===== src/rtl/delay_sweep_ctrl.sv =====
// rtl/delay_sweep_ctrl.sv - delay-calibration sweep sequencer driving R/G/B whole/rising/falling delay buses
module delay_sweep_ctrl #(
  parameter int DWELL_CYCLES = 200000,
  parameter int MAX_DELAY    = 10
) (
  input  logic       clk_x10,
  input  logic       g_rst,
  input  logic       start,
  input  logic       abort,
  input  logic       hold,
  input  logic [1:0] mode,
  input  logic [2:0] ch_sel,
  output logic [3:0] r_whole_delay_value,
  output logic [3:0] g_whole_delay_value,
  output logic [3:0] b_whole_delay_value,
  output logic [3:0] r_rising_delay_value,
  output logic [3:0] g_rising_delay_value,
  output logic [3:0] b_rising_delay_value,
  output logic [3:0] r_falling_delay_value,
  output logic [3:0] g_falling_delay_value,
  output logic [3:0] b_falling_delay_value,
  output logic [3:0] step_index,
  output logic       step_pulse,
  output logic       busy,
  output logic       done
);

  localparam logic [23:0] CNT_LOAD  = 24'(DWELL_CYCLES - 1);
  localparam logic [3:0]  LAST_STEP = 4'(MAX_DELAY);

  typedef enum logic [1:0] {IDLE, DWELL, DONE} state_t;

  state_t      state;
  logic [1:0]  rst_pipe;
  logic        rst_n;
  logic        start_q;
  logic [1:0]  mode_q;
  logic [2:0]  ch_q;
  logic [1:0]  sweep_mode;
  logic [2:0]  sweep_ch;
  logic [23:0] cnt;
  logic [3:0]  next_step;
  // Field arrays are indexed by channel: 2 = r, 1 = g, 0 = b (matches ch_sel bit order).
  logic [3:0]  whole_q [0:2];
  logic [3:0]  rise_q  [0:2];
  logic [3:0]  fall_q  [0:2];

  assign rst_n     = rst_pipe[1];
  assign next_step = step_index + 4'd1;

  assign r_whole_delay_value   = whole_q[2];
  assign g_whole_delay_value   = whole_q[1];
  assign b_whole_delay_value   = whole_q[0];
  assign r_rising_delay_value  = rise_q[2];
  assign g_rising_delay_value  = rise_q[1];
  assign b_rising_delay_value  = rise_q[0];
  assign r_falling_delay_value = fall_q[2];
  assign g_falling_delay_value = fall_q[1];
  assign b_falling_delay_value = fall_q[0];

  // Reset asserts immediately, releases two clk_x10 edges after g_rst rises.
  always_ff @(posedge clk_x10 or negedge g_rst) begin
    if (!g_rst) rst_pipe <= 2'b00;
    else        rst_pipe <= {rst_pipe[0], 1'b1};
  end

  // Register the request and its settings; a start seen with abort, or with no channel, is dropped here.
  always_ff @(posedge clk_x10 or negedge rst_n) begin
    if (!rst_n) begin
      start_q <= 1'b0;
      mode_q  <= 2'd0;
      ch_q    <= 3'd0;
    end else begin
      start_q <= start & ~abort & (ch_sel != 3'b000);
      mode_q  <= mode;
      ch_q    <= ch_sel;
    end
  end

  // Sweep FSM with registered outputs; abort clears everything on the next edge.
  always_ff @(posedge clk_x10 or negedge rst_n) begin
    if (!rst_n) begin
      state      <= IDLE;
      step_index <= 4'd0;
      step_pulse <= 1'b0;
      busy       <= 1'b0;
      done       <= 1'b0;
      cnt        <= 24'd0;
      sweep_mode <= 2'd0;
      sweep_ch   <= 3'd0;
      for (int c = 0; c < 3; c++) begin
        whole_q[c] <= 4'd0;
        rise_q[c]  <= 4'd0;
        fall_q[c]  <= 4'd0;
      end
    end else if (abort) begin
      state      <= IDLE;
      step_index <= 4'd0;
      step_pulse <= 1'b0;
      busy       <= 1'b0;
      done       <= 1'b0;
      cnt        <= 24'd0;
      sweep_mode <= 2'd0;
      sweep_ch   <= 3'd0;
      for (int c = 0; c < 3; c++) begin
        whole_q[c] <= 4'd0;
        rise_q[c]  <= 4'd0;
        fall_q[c]  <= 4'd0;
      end
    end else begin
      step_pulse <= 1'b0;
      case (state)
        IDLE, DONE: begin
          if (start_q) begin
            state      <= DWELL;
            sweep_mode <= mode_q;
            sweep_ch   <= ch_q;
            step_index <= 4'd0;
            cnt        <= CNT_LOAD;
            step_pulse <= 1'b1;
            busy       <= 1'b1;
            done       <= 1'b0;
            // Step 0 is all zeros, and non-targeted fields must read 0 for the whole sweep.
            for (int c = 0; c < 3; c++) begin
              whole_q[c] <= 4'd0;
              rise_q[c]  <= 4'd0;
              fall_q[c]  <= 4'd0;
            end
          end
        end
        DWELL: begin
          if (!hold) begin
            if (cnt != 24'd0) begin
              cnt <= cnt - 24'd1;
            end else if (step_index < LAST_STEP) begin
              step_index <= next_step;
              cnt        <= CNT_LOAD;
              step_pulse <= 1'b1;
              // mode: 0 whole, 1 rising, 2 falling, 3 rising+falling.
              for (int c = 0; c < 3; c++) begin
                if (sweep_ch[c]) begin
                  if (sweep_mode == 2'd0) whole_q[c] <= next_step;
                  if (sweep_mode[0])      rise_q[c]  <= next_step;
                  if (sweep_mode[1])      fall_q[c]  <= next_step;
                end
              end
            end else begin
              state <= DONE;
              busy  <= 1'b0;
              done  <= 1'b1;
            end
          end
        end
        default: state <= IDLE;
      endcase
    end
  end

endmodule

===== config.mk =====
export PLATFORM = sky130hd
export DESIGN_NAME = delay_sweep_ctrl
export DESIGN_NICKNAME = d
export VERILOG_FILES = /design/src/rtl/delay_sweep_ctrl.sv
export SDC_FILE = /design/constraint.sdc
export NUM_CORES = 1
export LEC_CHECK = 0
export CAP_MARGIN = 40
export CORE_UTILIZATION = 40
export DETAILED_ROUTE_END_ITERATION = 8
export DONT_BUFFER_PORTS = 1
export GPL_ROUTABILITY_DRIVEN = 0
export PLACE_DENSITY = 0.59
export REMOVE_ABC_BUFFERS = 1
export SYNTH_ARGS = -nofsm -noshare
export SYNTH_HDL_FRONTEND = slang
export SYNTH_SLANG_ARGS = --single-unit

===== constraint.sdc =====
create_clock -name clk_x10 -period 2.4 [get_ports clk_x10]
set_clock_uncertainty 0.05 [all_clocks]
set_input_delay 0.48 -clock clk_x10 [delete_from_list [all_inputs] [get_ports clk_x10]]
set_output_delay 0.48 -clock clk_x10 [all_outputs]
set_load 0.1 [all_outputs]

==> results_dict.tcl, run 1 <==
set metrics [dict create \
    grt_max_degree 42 \
    clock.fmax_mhz 421 \
    fp.dieW_microns 104 \
    dp_hpwl_microns 8030 \
    critPathTopFamily "simple AND/OR/NAND/NOR gates" \
    instances_no_fill 645 \
    reg2reg_setup_slack_ns 0.03 \
    drtIter0Drc 234 \
    cts_sinks 82 \
    power_uw 4150 \
    clock_latency_ns 0.36 \
    yosysTopAreaCellShare_pct 49.1 \
    initial_utilization_pct 42.0 \
    path_clk_slew_ns 0.10 \
    overflow 0 \
    startpoint_type "flip-flop" \
    vias 3747 \
    postLayoutCoreUtil_pct 56.0 \
    critical_path_class "reg2reg" \
    yosys_most_used_dff "dfrtp_1" \
    rsz0062_at_grt "yes" \
    maxCapViolCount 0 \
    syn-cell-area_sq_um 4180 \
    tightest_slew_ns 0.560 \
    ys_warn_count 0 \
    dr.pass1.iters 6 \
    synth_cell_types 57 \
    place_inst 614 \
    synth.top_cells.by_area "dfrtp_1 49%, nand2_1 3.7%, a32o_1 3.1%" \
    finalHoldViolCount 0 \
    p_per_area_nw_per_um2 744 \
    fin_crit_sh_pct 98.9 \
    cts_tree "built" \
    chipHeight_microns 104 \
    crit_required_ns 2.61 \
    status "complete, no violations" \
    endpoint_kind "flip-flop" \
    yosysTopAreaCell "dfrtp_1" \
    min_path_type "in2reg" \
    rows 36 \
    antenna_found_initial 0 \
    grt_pass1_vias 3642 \
    cp_max_fo 6 \
    core-area_sq_um 9950 \
    avgViaCountPerCell 5.81 \
    avgSynthCellArea_sq_um 10.1 \
    dieArea_sq_um 10900 \
    drc 0 \
    cts_root_buf "clkbuf_8" \
    num_antenna_cells 0 \
    drt-total-wl_microns 11900 \
    antenna_left 0 \
    cpPeakStageDelay_ns 0.55 \
    drive_above_1_share_pct 32.0 \
    final.setup.tns_ns 0 \
    min_period_ns 2.37 \
    synth_edf_count 0 \
    seq_area_frac_synth_pct 49.1 \
    path_cells "or4_4 -> nor4_4 -> buf_6 -> nand3_4 -> buf_4 -> o311a_1 -> a21o_1" \
    crit_buf_inv 2 \
    hold_ws_ns 0.0884 \
    nFillCells 827 \
    area.growth.synth_to_final_pct 33.5 \
    synth-seq-cells 82 \
    p_leak_uw 0.00250 \
    largest_register_ffs 24 \
    vdd_drop_max_uv 512 \
    synth_cells 414 \
    cp_slowest_cell "or4_4" \
    critPathArrivalTime_ns 2.58 \
    io_buffers 0 \
    setup_viol 0 \
    final_nets 520 \
    async_reset_ff_share_pct 100 \
    max-slew-margin-rel_pct 62.7 \
    slew_violations 0 \
    ios 53 \
    track_usage_pct 22.2 \
    regMostFlops "cnt" \
    grt_pass1_wl_microns 19300 \
    post_drt_wl_per_cell_microns 18.4 \
    htree_levels 3 \
    numCtsBuffers 9 \
    cts_max_path_buffers 2 \
]
## repair_timing
item | 4_1_cts | 5_1_grt
endpoints found under the hold margin | 2 | 0
endpoints found under the setup margin | 45 | 60
gates cloned | 1 | 2
gates resized for setup | 9 | 24
hold buffers | 1 | 0
pin swaps | 3 | 18
setup buffers | 4 | 7
## per-stage QoR
step                      setup WS [ns]  area [sq um]
after floorplan                   -1.37          4020
after global placement          -0.0839          4920
after detailed placement        -0.0783          5080
after CTS                       -0.0406          5370
after global routing            -0.0389          5580
final                            0.0261          5580
## cells in the final DEF (no fill, tap or decap), types with 5 or more instances in the layout
master	instances
nand2_1	40
o211ai_1	12
o21ai_0	12
and3_1	8
dfrtp_1	81
a21oi_1	22
nor3_1	10
a221o_1	6
or4_1	9
a32o_1	13
and2_1	8
inv_1	12
or3_1	8
clkbuf_8	9
o31ai_1	8
nand2b_1	6
o311a_1	13
buf_16	6
nand3_1	13
nand4_1	5
a221oi_1	5
a21o_1	12
buf_4	94
nor2_1	10
## cells in the mapped netlist, types with 3 or more instances
library cell and instances:
dfrtp_1 82, nand2_1 41, a21oi_1 22, clkbuf_1 15, nand3_1 14, o21ai_0 14, a32o_1 13, nor2_1 13
o311a_1 13, or4_1 13, a21o_1 12, inv_1 12, o211ai_1 12, or3_1 12, nor3_1 11, and2_1 8
and3_1 8, buf_2 8, o31ai_1 8, a221o_1 6, nand2b_1 6, a221oi_1 5, nand4_1 5, a31oi_1 4
nor4_1 4, o21a_1 4, buf_6 3, ha_1 3, nor3b_1 3, o221a_2 3, o41ai_1 3
## logic make-up (layout without fill, tap and decap cells)
| group | after synthesis | in the layout | synth area share, % |
|---|---|---|---|
| other | 1 | 1 | 0.0898 |
| buffers and inverters | 43 | 139 | 4.82 |
| XOR/XNOR | 1 | 1 | 0.210 |
| adder cells (fa/ha/maj) | 3 | 3 | 0.899 |
| AO/OA/AOI/OAI | 132 | 132 | 24.4 |
| AND/OR/NAND/NOR | 151 | 153 | 20.3 |
| flip-flops | 82 | 82 | 49.1 |
| multiplexers | 1 | 1 | 0.240 |
## per-layer routing
layer | wire (microns) | vias up | GRT usage (%) | share of wire, %
met5 | 0 | - | 0 | 0
met3 | 540 | 13 | 4.32 | 4.5
met1 | 5600 | 1849 | 30.7 | 47
li1 | - | 1784 | - | -
met4 | 148 | 0 | 7.86 | 1.2
met2 | 5590 | 101 | 34.7 | 47
## worst paths after layout
kind,from,endpoint,depth (start not counted)
max,cnt[6]$_DFFE_PN0P_,g_falling_delay_value[1]$_DFFE_PN0P_,7
max in group asynchronous,rst_pipe[1]$_DFF_PN0_,cnt[21]$_DFFE_PN0P_,1
min in group asynchronous,rst_pipe[1]$_DFF_PN0_,b_falling_delay_value[3]$_DFFE_PN0P_,0
max reg2reg,cnt[6]$_DFFE_PN0P_,g_falling_delay_value[1]$_DFFE_PN0P_,7
min reg2reg,rst_pipe[1]$_DFF_PN0_,b_falling_delay_value[3]$_DFFE_PN0P_,0
min,mode[0],mode_q[0]$_DFF_PN0_,0
## final cells by class
cell class	count	area, sq um	share of cell area, %
sequential	82	2060	36.9
timing repair buffer	110	1030	18.6
tap	133	166	2.98
multi-input combinational	291	2090	37.5
clock buffer	9	124	2.22
clock inverter	7	57.6	1.03
inverter	13	48.8	0.875
## report_power, final
part | internal [uW] | switching [uW] | total (uW)
Sequential | 1480 | 95.0 | 1570
Clock | 393 | 589 | 982
Combinational | 679 | 911 | 1590
(Power assumes the default switching activity.)
==> run 2, diff against run 1 <==
--- a/config.mk
+++ b/config.mk
@@ -6,6 +6,7 @@
 export NUM_CORES = 1
 export LEC_CHECK = 0
 export CAP_MARGIN = 40
+export CORE_MARGIN = 10
 export CORE_UTILIZATION = 40
 export DETAILED_ROUTE_END_ITERATION = 8
 export DONT_BUFFER_PORTS = 1
==> results_dict.tcl, run 2 (same netlist as run 1, synthesis figures left out) <==
set metrics [dict create \
    dr.pass1.iters 5 \
    drtIter0Drc 373 \
    clock_latency_ns 0.36 \
    power_uw 4220 \
    drt-total-wl_microns 12700 \
    drive_above_1_share_pct 32.9 \
    cts_max_path_buffers 2 \
    antenna_found_initial 0 \
    drt-met1-wl_microns 5700 \
    regMostFlops "cnt" \
    io_buffers 0 \
    dieArea_sq_um 14900 \
    grt_pass1_vias 3708 \
    drc 0 \
    rsz0062_at_grt "yes" \
    hold_ws_ns 0.0890 \
    cp_max_fo 5 \
    vias 3858 \
    finalHoldViolCount 0 \
    rows 37 \
    grt_max_degree 35 \
    cts_root_buf "clkbuf_8" \
    vdd_drop_max_uv 604 \
    endpoint_kind "flip-flop" \
    dr_wl_met3_microns 716 \
    overflow 0 \
    antenna_left 0 \
    clock.fmax_mhz 413 \
    track_usage_pct 16.3 \
    final_common_cell "buf_4" \
    fp.dieW_microns 122 \
    p_per_area_nw_per_um2 751 \
    setup_viol 5 \
    p_leak_uw 0.00250 \
    crit_required_ns 2.61 \
    critPathArrivalTime_ns 2.63 \
    place_ws_ns -0.0178 \
    instances_no_fill 644 \
    initial_utilization_pct 40.8 \
    post_drt_wl_per_cell_microns 19.7 \
    min_path_cells 0 \
    core-area_sq_um 10200 \
    grt_pass1_wl_microns 19600 \
    cts_tree "built" \
    cts_sinks 82 \
    area.growth.synth_to_final_pct 34.5 \
    routed.top_layer "met4" \
    ios 53 \
    critical_path_class "reg2reg" \
    final_nets 516 \
    slew_violations 0 \
    status "complete, but fails checks" \
    path_clk_slew_ns 0.09 \
    fin_crit_sh_pct 101 \
    maxCapViolCount 0 \
    numCtsBuffers 9 \
    place_inst 618 \
    rr_worst_depth 6 \
    min_path_type "in2reg" \
    min_period_ns 2.42 \
    violations "setup timing" \
    worst_slack_ns -0.0218 \
    chipHeight_microns 122 \
    wl_met2_microns 6070 \
    avgViaCountPerCell 5.99 \
    most-common-layout-cells "89 x buf_4, 81 x dfrtp_1, 41 x nand2_1" \
    final.setup.tns_ns -0.0535 \
    htree_levels 3 \
    largest_register_ffs 24 \
    num_antenna_cells 0 \
    startpoint_type "flip-flop" \
    dp_hpwl_microns 8720 \
]
run 2: cell types whose count changed in the layout (fill, tap and decap cells not counted), sizes merged:
cell    before  now
buf        108  103
inv         16   14
clkbuf      10   11
bufinv       0    2
run 2: cell type report:
type                       count  area, sq um
tap                          136          170
sequential                    82         2060
timing repair buffer         106         1020
fill                         908         4620
clock buffer                   9          124
inverter                      13         48.8
clock inverter                 7          101
multi-input combinational    291         2090
run 2: layer usage:
metal	up-vias	global-route usage, %
met4	0	5.30
met5	-	0
li1	1769	-
met1	1963	22.4
met2	110	24.6
met3	16	4.21
run 2: critical path, cell delays in order, from the launching register on:
cell and delay (ns):
dfrtp_1 0.39, or4_4 0.56, nor4_4 0.30, buf_6 0.19, nand3_2 0.14, or3_1 0.42, a32o_1 0.27
run 2: worst paths after layout:
kind | start | slack, ns | endpoint
worst min register to register | rst_pipe[1]$_DFF_PN0_ | 0.24 | sweep_ch[1]$_DFFE_PN0P_
worst max-delay path | cnt[6]$_DFFE_PN0P_ | -0.02 | b_falling_delay_value[2]$_DFFE_PN0P_
worst max register to register | cnt[6]$_DFFE_PN0P_ | -0.02 | b_falling_delay_value[2]$_DFFE_PN0P_
worst min-delay path | ch_sel[2] | 0.09 | ch_q[2]$_DFF_PN0_
max in group asynchronous | rst_pipe[1]$_DFF_PN0_ | 1.42 | cnt[7]$_DFFE_PN0P_
min in group asynchronous | rst_pipe[1]$_DFF_PN0_ | 0.24 | sweep_ch[1]$_DFFE_PN0P_
run 2: per-stage QoR:
| step | cell area (sq um) | util [%] |
|---|---|---|
| after CTS | 5350 | 52.3 |
| after detailed placement | 5090 | 49.8 |
| after global routing | 5620 | 54.9 |
| after floorplan | 4020 | - |
| final | 5620 | 54.9 |
| after global placement | 4930 | 48.2 |
run 2: what timing repair did:
item,4_1_cts,5_1_grt
hold buffers,1,0
buffers inserted,0,5
pin swaps,0,19
endpoints found under the hold margin,2,0
setup endpoints to repair,5,51
gates cloned,0,4
resized for setup,3,35
run 2: power breakdown:
part           leakage [uW]  switching (uW)  internal, uW
logic               0.00129             889           608
registers           0.00111            88.1          1480
clock network      0.000106             557           595
==> run 3, diff against run 2 <==
--- a/config.mk
+++ b/config.mk
@@ -5,7 +5,7 @@
 export SDC_FILE = /design/constraint.sdc
 export NUM_CORES = 1
 export LEC_CHECK = 0
-export CAP_MARGIN = 40
+export CAP_MARGIN = 20
 export CORE_MARGIN = 10
 export CORE_UTILIZATION = 40
 export DETAILED_ROUTE_END_ITERATION = 8
==> results_dict.tcl, run 3 (same netlist as run 1, synthesis figures left out) <==
set metrics [dict create \
    cts_root_buf "clkbuf_8" \
    cp_common_cell "buf_6" \
    core-area_sq_um 10200 \
    seq_area_sq_um 2060 \
    drtIter0Drc 396 \
    cts_max_path_buffers 2 \
    setup_viol 1 \
    area.growth.synth_to_final_pct 33.0 \
    grt_max_degree 35 \
    grt_pass1_vias 3703 \
    post_drt_wl_per_cell_microns 19.6 \
    dieArea_sq_um 14900 \
    htree_levels 3 \
    fin_crit_sh_pct 100 \
    regMostFlops "cnt" \
    rr_worst_depth 9 \
    reg2reg_setup_slack_ns -0.004 \
    endpoint_kind "flip-flop" \
    chipHeight_microns 122 \
    clock_latency_ns 0.36 \
    numCtsBuffers 9 \
    cts_tree "built" \
    cpPeakStageDelay_ns 0.56 \
    p_per_area_nw_per_um2 755 \
    critical_path_class "reg2reg" \
    final_common_cell "buf_4" \
    dr.pass1.iters 5 \
    largest_register_ffs 24 \
    r2r-end "cnt[23]$_DFFE_PN0P_" \
    cp_slowest_cell "or4_4" \
    worst_slack_ns -0.00399 \
    cp_max_fo 9 \
    violations "setup timing" \
    max-slew-margin-rel_pct 35.2 \
    drt-total-wl_microns 12600 \
    status "complete, but fails checks" \
    rows 37 \
    hold_ws_ns 0.0965 \
    io_buffers 0 \
    cts_sinks 82 \
    rsz0062_at_grt "yes" \
    overflow 0 \
    avgViaCountPerCell 6.03 \
    vdd_drop_max_uv 673 \
    dp_hpwl_microns 8510 \
    grt_pass1_wl_microns 19600 \
    num_antenna_cells 0 \
    path_cells "or4_4 -> nor4_4 -> buf_6 -> buf_8 -> and3_4 -> buf_6 -> clkbuf_16 -> o31ai_1 -> a21oi_1" \
    ios 53 \
    postLayoutCoreUtil_pct 54.3 \
    slew_violations 0 \
    reg2reg_from "cnt[7]$_DFFE_PN0P_" \
    min_path_type "in2reg" \
    antenna_left 0 \
    design_area_sq_um 5560 \
    initial_utilization_pct 40.8 \
    multiInputGateArea_sq_um 2170 \
    place_inst 612 \
    drc 0 \
    clock.fmax_mhz 416 \
    fp.dieW_microns 122 \
    endpoint "cnt[23]$_DFFE_PN0P_" \
    tightest_slew_ns 0.972 \
    most-common-layout-cells "92 x buf_4, 81 x dfrtp_1, 41 x nand2_1" \
    drive_above_1_share_pct 33.7 \
    placed_area_sq_um 4930 \
    final_nets 516 \
    vias 3882 \
    maxCapViolCount 0 \
    instances_no_fill 644 \
    p_leak_uw 0.00248 \
    antenna_found_initial 0 \
    critPathLaunch "cnt[7]$_DFFE_PN0P_" \
    track_usage_pct 16.1 \
    crit_required_ns 2.64 \
    critPathArrivalTime_ns 2.64 \
    nFillCells 915 \
    path_clk_slew_ns 0.09 \
    min_period_ns 2.40 \
    finalHoldViolCount 0 \
    startpoint_type "flip-flop" \
]
-- run 3: final cells by class --
type                    instances  area share, %
well taps                     136           3.06
multi-input cells             292           39.1
inverters                      13          0.878
clock inverters                 7           1.40
clock buffers                   9           2.23
flip-flops and latches         82           37.0
repair buffers                105           16.3
-- run 3: stage by stage --
| stage | total power [uW] | setup TNS, ns | setup slack [ns] |
|---|---|---|---|
| after CTS | 3880 | -0.0780 | -0.0302 |
| after floorplan | 2320 | -69.81 | -1.37 |
| final | 4190 | -0.00399 | -0.00399 |
| after global placement | 2810 | 0 | 0.0199 |
| after global routing | 4410 | -1.05 | -0.0631 |
| after detailed placement | 2840 | -0.0164 | -0.0125 |
-- run 3: power by group --
group	switching (uW)	leakage, uW	total [uW]	internal (uW)
clock network	553	0.0000998	1040	488
registers	87.8	0.00111	1570	1480
logic	937	0.00127	1590	649
-- run 3: worst min-delay path by stage --
stage / slack, ns / from / end / depth (start not counted)
after floorplan: 0.13 / g_rst / rst_pipe[0]$_DFF_PN0_ / 0
after global placement: 0.13 / g_rst / rst_pipe[0]$_DFF_PN0_ / 0
after detailed placement: 0.13 / g_rst / rst_pipe[0]$_DFF_PN0_ / 0
after CTS: 0.08 / mode[0] / mode_q[0]$_DFF_PN0_ / 0
after global routing: 0.06 / mode[1] / mode_q[1]$_DFF_PN0_ / 0
final: 0.1 / ch_sel[2] / ch_q[2]$_DFF_PN0_ / 0
-- run 3: critical path: cells and delay by family (launching register included) --
kind | cells | cell delay, ns
flip-flops | 1 | 0.39
AO/OA/AOI/OAI | 2 | 0.24
AND/OR/NAND/NOR | 3 | 1.07
buffers and inverters | 4 | 0.59
-- run 3: routing by layer --
layer  global-route usage [%]  wire (microns)  up-vias
li1                         -               -     1773
met1                     22.0            5810     2004
met2                     24.3            5960       90
met3                     4.63             687       15
met4                     4.57             172        0
met5                        0               0        -
-- run 3: what timing repair did --
action,in CTS,in global routing
gates resized for setup,1,47
endpoints found under the hold margin,2,0
endpoints found under the setup margin,12,56
hold buffers,1,0
pin swaps,0,18
gates cloned,0,6
buffers inserted,0,10
==> variant 1, RTL diff (settings of run 1) <==
Set the parameter `MAX_DELAY` to 5 (it was 10).
--- a/src/rtl/delay_sweep_ctrl.sv
+++ b/src/rtl/delay_sweep_ctrl.sv
@@ -1,7 +1,7 @@
 // rtl/delay_sweep_ctrl.sv - delay-calibration sweep sequencer driving R/G/B whole/rising/falling delay buses
 module delay_sweep_ctrl #(
   parameter int DWELL_CYCLES = 200000,
-  parameter int MAX_DELAY    = 10
+  parameter int MAX_DELAY    = 5
 ) (
   input  logic       clk_x10,
   input  logic       g_rst,
Check against the original RTL: same outputs for any inputs over 10 cycles, from zero or initial values and one cycle with g_rst low; that may be too few to reach the edited logic, so the function may still have changed.
==> variant 1 against run 1 <==
The flow now finishes with violations (setup timing); wire length fell by 16%; worst hold slack better by 0.012 ns; maximum frequency shrank 2.3%; design area shrank 9.4%; die area decreased by 8.0%; sequential cell count is the same; synthesized area decreased by 8.2%; worst setup slack worse by 0.056 ns; first-iteration DRC count down 9.8%; sequential share of layout area increased by 3.8 points; synthesized cell count decreased by 15%.
Power is not compared: it rests on default switching activity, and its combinational part moved more than twofold at a synthesized area within 25%.
==> variant 1: results (changes against run 1) <==
Logic synthesis
The number of distinct library cells after synthesis came to 56 (-1.8%). After synthesis, the most frequently instantiated cells are sky130_fd_sc_hd__dfrtp_1, sky130_fd_sc_hd__nand2_1, sky130_fd_sc_hd__a21oi_1, sky130_fd_sc_hd__o2bb2ai_1, sky130_fd_sc_hd__nor2_1. The post-synthesis sequential area ratio is 53.52% (+4.4 points). The number of instances in the synthesized netlist is 350 (-15%).

By area the synthesized netlist is led by sky130_fd_sc_hd__dfrtp_1, sky130_fd_sc_hd__o2bb2ai_1, sky130_fd_sc_hd__a21oi_1.

Global route
The global-route wire length before repair came to 16.06 mm (-17%). The number of global-route vias before repair is 3124 (-14%). The met3 track utilization from global routing is 4.318% (-0.0058 points). The met2 usage in global routing is 31.46% (-3.2 points). The total track usage was 20.70% (-1.5 points).

Critical path
The critical-path maximum fanout is 7 (+1). The critical path data arrival time is 2.62 ns (+0.04 ns).

Route
The first-pass detailed-route iteration total is 4 (-2). The via-per-instance ratio is 5.589 (-3.8%). The starting DRC count in detailed routing came to 211 (-9.8%).

The wire length the detailed router placed on met1 was 4.722 mm (-16%). The total number of vias is 3225 (-14%). The detailed route wirelength on metal3 is 516 um (-4.4%).

The total met2 wirelength after detailed routing is 4.668 mm (-16%).

Cells and area
The layout net count is 457 (-12%). The layout cell share with drive strength beyond 1 was 32.14% (+0.11 points). The number of filler cells placed in the layout is 856 (+3.5%).

Outcome
The run finished, with violations left. The checks that failed: setup timing.

Placed design
The pre-CTS setup slack is -0.1795 ns (-0.1012 ns). The placed instance count came to 553 (-9.9%).

STA
The headroom to the max-slew limit is 40.70% (-22 points). The final setup violation count is 6 (+6). The final critical-path setup slack is -0.02973 ns (-0.05588 ns).
variant 1: changes by cell type after synthesis, moves of 8 or more:
cell,change
sky130_fd_sc_hd__a21o_1,-8
sky130_fd_sc_hd__a32o_1,-10
sky130_fd_sc_hd__o2bb2ai_1,+18
sky130_fd_sc_hd__o211ai_1,-11
sky130_fd_sc_hd__nand2_1,-9
sky130_fd_sc_hd__o311a_1,-12
variant 1: worst max-delay path, cell delays in order (launching register included):
cell and delay [ns]:
sky130_fd_sc_hd__dfrtp_1 0.39, sky130_fd_sc_hd__or4_4 0.55, sky130_fd_sc_hd__or4_4 0.50, sky130_fd_sc_hd__buf_6 0.16, sky130_fd_sc_hd__o31a_1 0.35, sky130_fd_sc_hd__o31a_1 0.15
sky130_fd_sc_hd__o22a_1 0.16
variant 1: final cells by class:
class	count	area share, %
Clock buffer	9	2.451
Sequential cell	82	40.68
Timing Repair Buffer	95	17.55
Tap cell	129	3.194
Clock inverter	7	1.164
Inverter	7	0.5199
Multi-Input combinational cell	248	34.44
variant 1: kinds of logic after synthesis:
group | share of synthesized area [%]
and+or+nand+nor | 17.17
AOI/OAI and AO/OA | 22.49
DFF | 53.52
buffers and inverters | 2.872
muxes | 2.317
adders and majority gates | 1.306
other | 0.09782
xor gates and xnor gates | 0.2285
variant 1: final timing paths:
path / startpoint / end / slack (ns)
setup / recovery: cnt[18] / cnt[10] / -0.03
hold / removal: mode[1] / mode_q[1] / 0.10
setup reg to reg: cnt[18] / cnt[10] / -0.03
hold reg to reg: rst_pipe[1] / r_falling_delay_value[0] / 0.30
max in group asynchronous: rst_pipe[1] / cnt[15] / 1.66
min in group asynchronous: g_rst / rst_pipe[1] / 0.29
variant 1: power groups by stage:
| stage | sequential (uW) | combinational, uW | clock [uW] |
|---|---|---|---|
| CTS | 1490 | 673 | 970 |
| detailed placement | 1520 | 641 | 0 |
| floorplan | 1550 | 334 | 0 |
| global placement | 1520 | 630 | 0 |
| finish | 1500 | 718 | 950 |
| global route | 1500 | 784 | 1030 |
variant 1: metrics by stage:
stage / total power (uW) / setup TNS, ns / instance area [sq um]
after global routing: 3319 / -1.564 / 5054
after detailed placement: 2158 / -2.544 / 4691
after CTS: 3133 / -0.008817 / 4936
after floorplan: 1889 / -21.96 / 3750
after global placement: 2146 / -1.203 / 4548
final: 3163 / -0.09565 / 5054
variant 1: repair_timing:
action                                 CTS  global route
gates cloned                             1             1
pin swaps                                5             8
resized for setup                        4            20
setup endpoints to repair               52            61
endpoints found under the hold margin    2             0
setup buffers                            1             4
hold buffers                             1             0
==> variant 2, RTL diff (settings of run 1) <==
Made on the original files. Reset style: synchronous (`g_rst` and `rst_n`), changed in 3 clocked blocks.
--- a/src/rtl/delay_sweep_ctrl.sv
+++ b/src/rtl/delay_sweep_ctrl.sv
@@ -59,13 +59,13 @@
   assign b_falling_delay_value = fall_q[0];
 
   // Reset asserts immediately, releases two clk_x10 edges after g_rst rises.
-  always_ff @(posedge clk_x10 or negedge g_rst) begin
+  always_ff @(posedge clk_x10) begin
     if (!g_rst) rst_pipe <= 2'b00;
     else        rst_pipe <= {rst_pipe[0], 1'b1};
   end
 
   // Register the request and its settings; a start seen with abort, or with no channel, is dropped here.
-  always_ff @(posedge clk_x10 or negedge rst_n) begin
+  always_ff @(posedge clk_x10) begin
     if (!rst_n) begin
       start_q <= 1'b0;
       mode_q  <= 2'd0;
@@ -78,7 +78,7 @@
   end
 
   // Sweep FSM with registered outputs; abort clears everything on the next edge.
-  always_ff @(posedge clk_x10 or negedge rst_n) begin
+  always_ff @(posedge clk_x10) begin
     if (!rst_n) begin
       state      <= IDLE;
       step_index <= 4'd0;
Formal check against the unedited RTL: differs if g_rst is asserted again (counterexample within 10 cycles, from zero or initial values and one cycle with g_rst low); with g_rst held inactive, the same outputs for 10 cycles.
==> variant 2 against run 1 <==
Sequential cell count unchanged; via count decreased by 27%; worst setup slack improved by 0.043 ns; design area decreased by 22%; synthesized area decreased by 17%; count of clock-buffer cells in the layout increased by 1; wire length decreased by 34%; critical path type unchanged; largest cell class is now flip-flops and latches; highest routed layer unchanged.
Power is not compared: it rests on default switching activity, and its combinational part moved more than twofold at a synthesized area within 25%.
==> variant 2: results (changes against run 1) <==
Outcome
The run finished with clean final reports.

Cells and area
The layout net count is 408 (-22%). The area of all placed cells without fillers is 4337 sq um (-22%). The layout cell share with drive strength beyond 1 is 30.17% (-1.9 points). The number of filler cells placed in the layout came to 750 (-9.3%).

Route
The starting DRC count in detailed routing came to 146 (-38%). The total number of vias is 2737 (-27%). The routed wire length per instance is 15.46 um (-16%).

The first-pass detailed-route iteration total is 4 (-2).

Logic synthesis
The commonest cells after synthesis are sky130_fd_sc_hd__dfxtp_1, sky130_fd_sc_hd__edfxtp_1, sky130_fd_sc_hd__nor2_1, sky130_fd_sc_hd__nand2_1, sky130_fd_sc_hd__a21oi_1. The number of distinct library cells after synthesis came to 53 (-7.0%). By area the synthesized netlist is led by sky130_fd_sc_hd__edfxtp_1, sky130_fd_sc_hd__dfxtp_1, sky130_fd_sc_hd__nor2_1. The number of instances in the synthesized netlist is 320 (-23%). The fraction of registers with async set or reset after synthesis came to 0% (-100 points).

The post-synthesis sequential area ratio is 58.10% (+9.0 points). The number of enable-type register cells in the synthesized netlist is 36 (+36). The fraction of synthesized cell area in xor and xnor cells was 2.288% (+2.1 points).

Placed design
The placed instance count is 490 (-20%). The pre-CTS setup slack is -0.08822 ns (-0.009961 ns). The placed instance area is 4105 sq um (-19%).

The detailed-placement wirelength estimate came to 5.923 mm (-26%).

Global route
The number of global-route vias before repair came to 2503 (-31%). The total track usage is 18.83% (-3.4 points). The pin count of the biggest net entering global routing is 19 (-55%).

The global-route wire length before repair is 12.68 mm (-34%).

Critical path
The internal reg-to-reg setup slack came to 0.07 ns (+0.04 ns). The critical path data arrival time is 2.51 ns (-0.07 ns). The critical-path maximum fanout was 5 (-1).

STA
The worst hold slack across all endpoints is 0.08567 ns (-0.002683 ns). The fmax was 0.4290 GHz (+1.8%). The transition time of the tightest slew-check pin is 0.7458 ns (+0.1859 ns).

Clocking
After clock tree synthesis, the clock-pin slew on the worst setup and hold paths is about 0.09 ns. The number of buffers inserted to repair setup after CTS was 0 (-4).
## variant 2: cell count changes after synthesis, sizes merged, moves of 13 or more
cell,before,now
dfxtp,0,46
dfrtp,82,0
a32o,13,0
nor2,14,33
nand2,41,25
edfxtp,0,36
## variant 2: path summary, 6_finish.rpt
kind | start | end | cells after the start
worst max-delay path | cnt[0] | state[0] | 8
worst min-delay path | g_rst | rst_pipe[0] | 0
worst max register to register | cnt[0] | state[0] | 8
worst min register to register | ch_q[0] | sweep_ch[0] | 2
## variant 2: metrics by stage
| stage | setup TNS (ns) | utilization (%) |
|---|---|---|
| CTS | 0 | 52.29 |
| global route | -0.01234 | 52.52 |
| global placement | -1.525 | 49.71 |
| floorplan | -13.16 | - |
| detailed placement | -4.052 | 49.71 |
| finish | 0 | 52.52 |
## variant 2: cell families (layout without fill, tap and decap cells)
family,count (synthesis),count (layout)
compound gates,74,74
xor+xnor,9,9
fa+ha+maj,2,2
buf+inv,22,103
flops,82,82
mux,1,1
simple gates,130,130
## variant 2: worst max-delay path, cell delays in order, from the launching register on
cell and delay (ns):
sky130_fd_sc_hd__dfxtp_1 0.32, sky130_fd_sc_hd__inv_1 0.07, sky130_fd_sc_hd__ha_1 0.16, sky130_fd_sc_hd__or3b_4 0.38, sky130_fd_sc_hd__or3_4 0.41, sky130_fd_sc_hd__buf_4 0.16
sky130_fd_sc_hd__or4_4 0.48, sky130_fd_sc_hd__a21oi_2 0.13, sky130_fd_sc_hd__nor2_1 0.04
## variant 2: repair_timing
action / in CTS / in global routing
pin swaps: 2 / 1
hold buffers: 0 / 0
setup endpoints to repair: 70 / 73
resized for setup: 2 / 6
## variant 2: layout make-up
cell class | count | area (sq um) | area share, %
inverters | 10 | 37.54 | 0.8656
flip-flops and latches | 82 | 2002 | 46.16
clock buffers | 10 | 148.9 | 3.433
multi-input cells | 216 | 1365 | 31.48
clock inverters | 6 | 57.56 | 1.327
well taps | 105 | 131.4 | 3.029
repair buffers | 77 | 594.3 | 13.70
## variant 2: where the power goes
group	total (uW)	switching, uW	internal, uW
Clock	1010	545	468
Sequential	1490	13.1	1480
Combinational	322	242	79.8
Total	2830	799	2030
## variant 2: layer usage
metal,GRT usage [%],share of wire (%)
met1,25.90,47
met2,27.52,44
met3,4.831,6.5
met4,8.838,2.0
met5,0,0
